**config.mk**
```make
export PLATFORM = sky130hd
export DESIGN_NAME = multicycle_control_fsm
export DESIGN_NICKNAME = d
export VERILOG_FILES = /design/src/rtl/multicycle_control_fsm.sv
export SDC_FILE = /design/constraint.sdc
export NUM_CORES = 1
export LEC_CHECK = 0
export ABC_CLOCK_PERIOD_IN_PS = 4000
export CAP_MARGIN = 15
export CELL_PAD_IN_SITES_DETAIL_PLACEMENT = 1
export CELL_PAD_IN_SITES_GLOBAL_PLACEMENT = 1
export CORE_MARGIN = 2
export CORE_UTILIZATION = 29
export DETAILED_ROUTE_END_ITERATION = 7
export HOLD_SLACK_MARGIN = 0.06
export MAX_ROUTING_LAYER = met4
export PLACE_DENSITY_LB_ADDON = 0.1
export SLEW_MARGIN = 20
export SYNTH_ARGS = -nofsm -noshare
export SYNTH_HDL_FRONTEND = slang
export SYNTH_SLANG_ARGS = --single-unit
```
**constraint.sdc**
```tcl
create_clock -name clk -period 4 [get_ports clk]
set_clock_uncertainty 0.1 [all_clocks]
set_input_delay 0.8 -clock clk [delete_from_list [all_inputs] [get_ports clk]]
set_output_delay 0.8 -clock clk [all_outputs]
set_load 0.01 [all_outputs]
```
**src/rtl/multicycle_control_fsm.sv**
```systemverilog
// Multicycle control unit for a 16-bit processor datapath.
// Sequences fetch / decode / execute / memory / writeback from the latched
// OPCODE and FUNCFIELD fields and drives every datapath control strobe.
// Ports:
//   clk, rst          rising-edge clock, asynchronous active-low reset
//   OPCODE, FUNCFIELD instruction register bits [15:12] and [3:0]
//   D_MemReady        unified memory read-valid / write-accepted handshake
//   C_*               datapath control strobes (combinational from state)
//   ILLEGAL           sticky undefined-instruction flag
//   STATE             current state encoding for debug
module multicycle_control_fsm #(
  parameter bit ILLEGAL_TRAP = 1'b1
) (
  input  logic       clk,
  input  logic       rst,
  input  logic [3:0] OPCODE,
  input  logic [3:0] FUNCFIELD,
  input  logic       D_MemReady,
  output logic       C_IRWrite,
  output logic       C_PCWrite,
  output logic       C_PCWriteCond,
  output logic       C_BranchNE,
  output logic [1:0] C_PCSource,
  output logic       C_IorD,
  output logic       C_MemRead,
  output logic       C_MemWrite,
  output logic       C_MemtoReg,
  output logic       C_RegWrite,
  output logic       C_ALUSrcA,
  output logic [1:0] C_ALUSrcB,
  output logic [2:0] C_ALUOp,
  output logic       ILLEGAL,
  output logic [3:0] STATE
);

  localparam int unsigned STATE_W = 4;
  localparam int unsigned ALUOP_W = 3;

  typedef enum logic [STATE_W-1:0] {
    S_IDLE     = 4'd0,
    S_FETCH    = 4'd1,
    S_DECODE   = 4'd2,
    S_EXEC_R   = 4'd3,
    S_EXEC_I   = 4'd4,
    S_ALU_WB   = 4'd5,
    S_MEM_ADDR = 4'd6,
    S_MEM_RD   = 4'd7,
    S_MEM_WB   = 4'd8,
    S_MEM_WR   = 4'd9,
    S_BRANCH   = 4'd10,
    S_JUMP     = 4'd11
  } state_e;

  localparam logic [3:0] OP_SHIFT   = 4'b0000;
  localparam logic [3:0] OP_LW      = 4'b0001;
  localparam logic [3:0] OP_SW      = 4'b0010;
  localparam logic [3:0] OP_JMP     = 4'b0011;
  localparam logic [3:0] OP_BE      = 4'b0100;
  localparam logic [3:0] OP_BNE     = 4'b0101;
  localparam logic [3:0] OP_LORIM   = 4'b0110;
  localparam logic [3:0] OP_LNANDIM = 4'b0111;
  localparam logic [3:0] OP_ADD     = 4'b1000;
  localparam logic [3:0] OP_ADDIMEX = 4'b1001;
  localparam logic [3:0] OP_ADDIMZ  = 4'b1010;
  localparam logic [3:0] OP_LNANDR  = 4'b1011;
  localparam logic [3:0] OP_SUB     = 4'b1100;
  localparam logic [3:0] OP_SUBIMEX = 4'b1101;
  localparam logic [3:0] OP_SUBIMZ  = 4'b1110;
  localparam logic [3:0] OP_LORR    = 4'b1111;

  localparam logic [ALUOP_W-1:0] ALU_ADD  = 3'b000;
  localparam logic [ALUOP_W-1:0] ALU_SUB  = 3'b001;
  localparam logic [ALUOP_W-1:0] ALU_NAND = 3'b010;
  localparam logic [ALUOP_W-1:0] ALU_OR   = 3'b011;
  localparam logic [ALUOP_W-1:0] ALU_SHL  = 3'b100;
  localparam logic [ALUOP_W-1:0] ALU_SHR  = 3'b101;
  localparam logic [ALUOP_W-1:0] ALU_SAR  = 3'b110;

  state_e state_q, state_d;
  logic   illegal_q, illegal_d;
  logic   shift_legal;
  logic [ALUOP_W-1:0] alu_op;

  // Only shl/shr/sar are defined under the shift opcode.
  assign shift_legal = (FUNCFIELD == 4'b0001) || (FUNCFIELD == 4'b0010) ||
                       (FUNCFIELD == 4'b0011);

  // ALU function for the execute states.
  always_comb begin
    alu_op = ALU_ADD;
    unique case (OPCODE)
      OP_ADD, OP_ADDIMEX, OP_ADDIMZ:  alu_op = ALU_ADD;
      OP_SUB, OP_SUBIMEX, OP_SUBIMZ:  alu_op = ALU_SUB;
      OP_LNANDR, OP_LNANDIM:          alu_op = ALU_NAND;
      OP_LORR, OP_LORIM:              alu_op = ALU_OR;
      OP_SHIFT: begin
        case (FUNCFIELD)
          4'b0001: alu_op = ALU_SHL;
          4'b0010: alu_op = ALU_SHR;
          4'b0011: alu_op = ALU_SAR;
          default: alu_op = ALU_ADD;
        endcase
      end
      default: alu_op = ALU_ADD;
    endcase
  end

  // State and sticky illegal flag.
  always_ff @(posedge clk or negedge rst) begin
    if (!rst) begin
      state_q   <= S_IDLE;
      illegal_q <= 1'b0;
    end else begin
      state_q   <= state_d;
      illegal_q <= illegal_d;
    end
  end

  // Next-state logic.
  always_comb begin
    state_d   = state_q;
    illegal_d = illegal_q;
    unique case (state_q)
      S_IDLE:  state_d = S_FETCH;
      S_FETCH: if (D_MemReady) state_d = S_DECODE;
      S_DECODE: begin
        unique case (OPCODE)
          OP_SHIFT: begin
            if (shift_legal) begin
              state_d = S_EXEC_R;
            end else begin
              // Undefined funct retires as a NOP; execution continues.
              state_d = S_FETCH;
              if (ILLEGAL_TRAP) illegal_d = 1'b1;
            end
          end
          OP_ADD, OP_SUB, OP_LNANDR, OP_LORR:        state_d = S_EXEC_R;
          OP_ADDIMEX, OP_ADDIMZ, OP_SUBIMEX,
          OP_SUBIMZ, OP_LNANDIM, OP_LORIM:           state_d = S_EXEC_I;
          OP_LW, OP_SW:                              state_d = S_MEM_ADDR;
          OP_BE, OP_BNE:                             state_d = S_BRANCH;
          OP_JMP:                                    state_d = S_JUMP;
          default:                                   state_d = S_FETCH;
        endcase
      end
      S_EXEC_R, S_EXEC_I: state_d = S_ALU_WB;
      S_ALU_WB:   state_d = S_FETCH;
      S_MEM_ADDR: state_d = (OPCODE == OP_SW) ? S_MEM_WR : S_MEM_RD;
      S_MEM_RD:   if (D_MemReady) state_d = S_MEM_WB;
      S_MEM_WB:   state_d = S_FETCH;
      S_MEM_WR:   if (D_MemReady) state_d = S_FETCH;
      S_BRANCH:   state_d = S_FETCH;
      S_JUMP:     state_d = S_FETCH;
      default:    state_d = S_IDLE;
    endcase
  end

  // Control strobes decoded from the current state.
  always_comb begin
    C_IRWrite     = 1'b0;
    C_PCWrite     = 1'b0;
    C_PCWriteCond = 1'b0;
    C_BranchNE    = 1'b0;
    C_PCSource    = 2'b00;
    C_IorD        = 1'b0;
    C_MemRead     = 1'b0;
    C_MemWrite    = 1'b0;
    C_MemtoReg    = 1'b0;
    C_RegWrite    = 1'b0;
    C_ALUSrcA     = 1'b0;
    C_ALUSrcB     = 2'b00;
    C_ALUOp       = ALU_ADD;
    unique case (state_q)
      S_FETCH: begin
        // PC+1 and IR load commit only when the memory returns the word.
        C_MemRead = 1'b1;
        C_ALUSrcB = 2'b01;
        C_IRWrite = D_MemReady;
        C_PCWrite = D_MemReady;
      end
      S_DECODE: C_ALUSrcB = 2'b10;
      S_EXEC_R: begin
        C_ALUSrcA = 1'b1;
        C_ALUOp   = alu_op;
      end
      S_EXEC_I: begin
        C_ALUSrcA = 1'b1;
        C_ALUSrcB = ((OPCODE == OP_ADDIMEX) || (OPCODE == OP_SUBIMEX)) ? 2'b10 : 2'b11;
        C_ALUOp   = alu_op;
      end
      S_ALU_WB: C_RegWrite = 1'b1;
      S_MEM_ADDR: begin
        C_ALUSrcA = 1'b1;
        C_ALUSrcB = 2'b10;
      end
      S_MEM_RD: begin
        C_MemRead = 1'b1;
        C_IorD    = 1'b1;
      end
      S_MEM_WB: begin
        C_RegWrite = 1'b1;
        C_MemtoReg = 1'b1;
      end
      S_MEM_WR: begin
        C_MemWrite = 1'b1;
        C_IorD     = 1'b1;
      end
      S_BRANCH: begin
        C_ALUSrcA     = 1'b1;
        C_ALUOp       = ALU_SUB;
        C_PCWriteCond = 1'b1;
        C_PCSource    = 2'b01;
        C_BranchNE    = OPCODE[0];
      end
      S_JUMP: begin
        C_PCWrite  = 1'b1;
        C_PCSource = 2'b10;
      end
      default: ;
    endcase
  end

  assign ILLEGAL = illegal_q;
  assign STATE   = state_q;

endmodule

```
== Word-level counts from Yosys, hierarchy flattened ==
Index checks and enable logic that the tools add are counted.

* Output and inout port bits: 22
* Input port bits: 11
* Flip-flop bits (word level): 5

* Mux-type cells: 23
* Bitwise logic cells: 1
* Reductions and logical operators: 21
* Equality and inequality tests: 32

{| class="wikitable"
|+ Operator list
! operator !! number
|-
| == test 4 bit (second input constant) || 12
|-
| == test 4 x 3 -> 1 bit (second input constant) || 8
|-
| one-hot mux 4 bit (7 select lines) || 1
|-
| == test 4 x 2 -> 1 bit (second input constant) || 6
|-
| one-hot mux 4 bit (6 select lines) || 1
|-
| OR reduction 2 bit || 9
|-
| 2-to-1 mux 4 bit || 4
|-
| == test 4 x 1 -> 1 bit (second input constant) || 3
|-
| one-hot mux 3 bit (4 select lines) || 1
|-
| 2-to-1 mux 1 bit || 10
|-
| one-hot mux 3 bit (3 select lines) || 1
|-
| logical NOT 4 bit || 2
|-
| OR reduction 4 bit || 2
|-
| inequality test 2 bit (second input constant) || 3
|-
| one-hot mux 2 bit (3 select lines) || 1
|-
| one-hot mux 3 bit (2 select lines) || 1
|-
| AND reduction 3 bit || 2
|-
| OR reduction 6 bit || 1
|-
| OR reduction 5 bit || 1
|-
| one-hot mux 2 bit (2 select lines) || 1
|-
| logical OR 1 bit || 3
|-
| OR reduction 3 bit || 1
|-
| 2-to-1 mux 2 bit || 1
|-
| one-hot mux 1 bit (2 select lines) || 1
|-
| inverter 1 bit || 1
|}

== Longest topological paths before layout ==
* Depth after elaboration: 6
* Depth in mapped cells: 5
* Gate-level depth less buffers: 4

== Worst setup path before layout ==
Ideal clock, no wire load.

* Path type: in2out
* Start: input port OPCODE[0]
* End: output port C_ALUOp[0]
* Slack: 1414 ps
* Stages on the path: 5
* Data arrival time: 1686 ps
* Required time: 3100 ps
* Cell sequence: buf_4 nor4_4 nand3_1 o21a_1 o22ai_2

* Cells in the longest elaborated chain, start to end: 4
* Elaborated cells between the ends (all ways): 13
* Classes of those cells: eq/ne (7); mux (2); reduce/logical (4)

{| class="wikitable"
|+ Ends and longest elaborated chain
! element !! RTL line !! RTL
|-
| start: declaration || 16 || <nowiki>input logic [3:0] OPCODE,</nowiki>
|-
| == test 4 bit / == test 4 x 3 -> 1 bit (equally long branches) || 91 || <nowiki>unique case (OPCODE)</nowiki>
|-
| OR reduction 3 bit / OR reduction 2 bit (equally long branches) || 91 ||
|-
| one-hot mux 3 bit (4 select lines) (*) || 91 ||
|-
| one-hot mux 3 bit (2 select lines) (*) || 173 || <nowiki>unique case (state_q)</nowiki>
|-
| end: declaration || 31 || <nowiki>output logic [2:0] C_ALUOp,</nowiki>
|}

Every way passes the cells marked *; elsewhere a longest branch is shown, timed or not.

== Worst setup path after layout ==
Ends and elaborated chain as after synthesis.

==> qor.yml <==
wl_mm: 2.11
via_count: 768
synth_compound_area_frac: 0.209
drtIter0Drc: 8
overflow: 0
drive_gt1_frac: 0.110
ys_warn_count: 0
dp_hpwl_mm: 1.64
fin_cells: 146
layout_common_cells: "clkdlybuf4s50_1 (32), nor2_1 (10), nand2_1 (10)"
track_usage: 0.176
die_y_um: 52.3
grt_start_max_net_pins: 19
die_area_um2: 2730
status: "finished clean"
yosysSeqAreaShare: 0.185
cp_data_required_time_ns: 3.10
remaining_drc_errors: 0
critPathMaxFanout: 8
placed_cells: 142
drv_cap: 0
grt_pass1_wl_mm: 3.51
synth_top_family_by_area: "simple AND/OR/NAND/NOR gates"
synth-simple-area-share: 0.456
syn_area_per_cell_um2: 7.59
fin_crit_sh: 0.922
clkSinkCount: 5
num-nets-final: 130
ant_nets: 0
postCtsResizedCells: 0
synth_fa_ha_area_frac: 0
cts.path.max_buffers: 2
tightest_slew_ns: 0.588
core_area_um2: 2210
synth.net_count: 100
cts_buffers: 3
clk_pin_slew_worst_paths_ns: 0.04
min-delay-path-class: "flop to flop"
ios: 33
n_antenna_cell: 0
cts_tree: "built"
wire_per_inst_um: 14.5
layout_min_cycle_time_ns: 3.69
vdd_drop_max_v: 0.000349
synthMuxAreaShare: 0.0167
place_congestion: 0.796
cts-root-buf: "clkbuf_4"
initial_utilization: 0.305
syn_area_um2: 676
post_cts_buffers: 0
setup_viol: 0
clock_latency_ns: 0.25
std_cell_rows: 17
port_buffers: 32
ctsHoldBuffers: 0
fill_cells: 285
fin_tns_setup_ns: 0
relSlewSlack: 0.608
path_class: "input port to output port"
syn_inst: 89
power.density_nw_per_um2: 517
synth_seq_cells: 5
crit_arrival_ns: 2.79
cts_htree_levels: 1
timing.final.max_slew_violations: 0
grt_pass1_vias: 748
area_growth_pct: 49.3
via_per_inst: 5.26
antenna_found_initial: 0
end_kind: "output port"
synth-xor-area-share: 0.0389
rsz0062_at_grt: "false"
final_common_cell: "clkdlybuf4s50_1"
synth.distinct_cells: 39
first_pass_iters: 4
die_x_um: 52.3
startpoint_type: "input port"
power.leakage_nw: 0.351
hold_viol: 0
max_freq_mhz: 271
[sequential cells by signal (all words and copies together), names as in the netlist]
register	flops
STATE	4
ILLEGAL	1
[layer usage]
metal / vias to the layer above / GRT usage / part of all wire
met5: - / - / 0
met4: 0 / 0.0641 / 0.019
met3: 6 / 0.0371 / 0.034
met2: 21 / 0.287 / 0.49
met1: 364 / 0.214 / 0.46
li1: 377 / - / -
[report_power, final]
part,internal (mW),switching [mW]
combinational,0.187,0.145
sequential,0.0680,0.0601
clock,0.0379,0.0240
[worst paths after layout]
check | start | to | slack [ns] | cells after the start
worst max-delay path | OPCODE[0] | C_ALUOp[0] | 0.31 | 6
worst min-delay path | ILLEGAL$_DFFE_PN0P_ | ILLEGAL$_DFFE_PN0P_ | 0.40 | 1
worst max register to register | STATE[0]$_DFFE_PN0P_ | STATE[1]$_DFFE_PN0P_ | 2.21 | 5
worst min register to register | ILLEGAL$_DFFE_PN0P_ | ILLEGAL$_DFFE_PN0P_ | 0.40 | 1
max in group asynchronous | rst | STATE[3]$_DFFE_PN0P_ | 2.91 | 1
min in group asynchronous | rst | STATE[1]$_DFFE_PN0P_ | 0.68 | 1
[worst max-delay path, stage by stage]
cell,delay [ns]
clkdlybuf4s50_1,0.58
nor4_4,0.48
nand3_1,0.12
o21a_1,0.19
o22ai_2,0.08
clkdlybuf4s50_1,0.55
[Yosys cell counts]
master	n	area, um2
nand2_1	10	37.5
nor2_1	10	37.5
a21oi_1	5	25.0
dfrtp_1	5	125
o21ai_0	5	25.0
nor2b_1	4	25.0
nor3b_1	4	30.0
buf_2	3	15.0
nand2b_1	3	18.8
nor3_1	3	15.0
xnor2_1	3	26.3
a31o_2	2	17.5
and2_1	2	12.5
buf_4	2	15.0
buf_6	2	22.5
nand3_1	2	10.0
o211ai_1	2	15.0
a211oi_1	1	7.51
a221o_1	1	10.0
and3_1	1	6.26
clkbuf_1	1	3.75
clkinv_1	1	3.75
inv_1	1	3.75
mux2_2	1	11.3
nand3b_1	1	7.51
nand4_1	1	6.26
nor2_2	1	6.26
nor3b_2	1	12.5
nor4_4	1	21.3
nor4b_2	1	15.0
nor4b_4	1	23.8
o21a_1	1	7.51
o21ai_1	1	5.00
o21bai_1	1	7.51
o22ai_2	1	12.5
o41ai_1	1	8.76
or3_1	1	6.26
or3b_1	1	8.76
or4_1	1	7.51
[logic make-up after synthesis]
| family | Yosys count |
|---|---|
| simple gates | 49 |
| compound gates | 21 |
| mux | 1 |
| buf+inv | 10 |
| xor+xnor | 3 |
| flops | 5 |
[metrics by stage]
stage	total power [mW]	utilization	hold slack (ns)	cell area (um2)	setup slack (ns)
floorplan	0.307	-	0.404	676	1.41
global placement	0.457	0.444	0.414	982	0.385
detailed placement	0.461	0.444	0.382	982	0.326
CTS	0.526	0.456	0.397	1010	0.329
global route	0.570	0.456	0.413	1010	0.224
finish	0.522	0.456	0.401	1010	0.311
[cell type report]
type                            count  area [um2]  share of cell area
Timing Repair Buffer               33         328               0.325
Tap cell                           28        35.0              0.0347
Clock buffer                        4        26.3              0.0261
Inverter                            2        7.51             0.00744
Multi-Input combinational cell     74         487               0.483
Sequential cell                     5         125               0.124
Power figures use the tool's default switching activity.
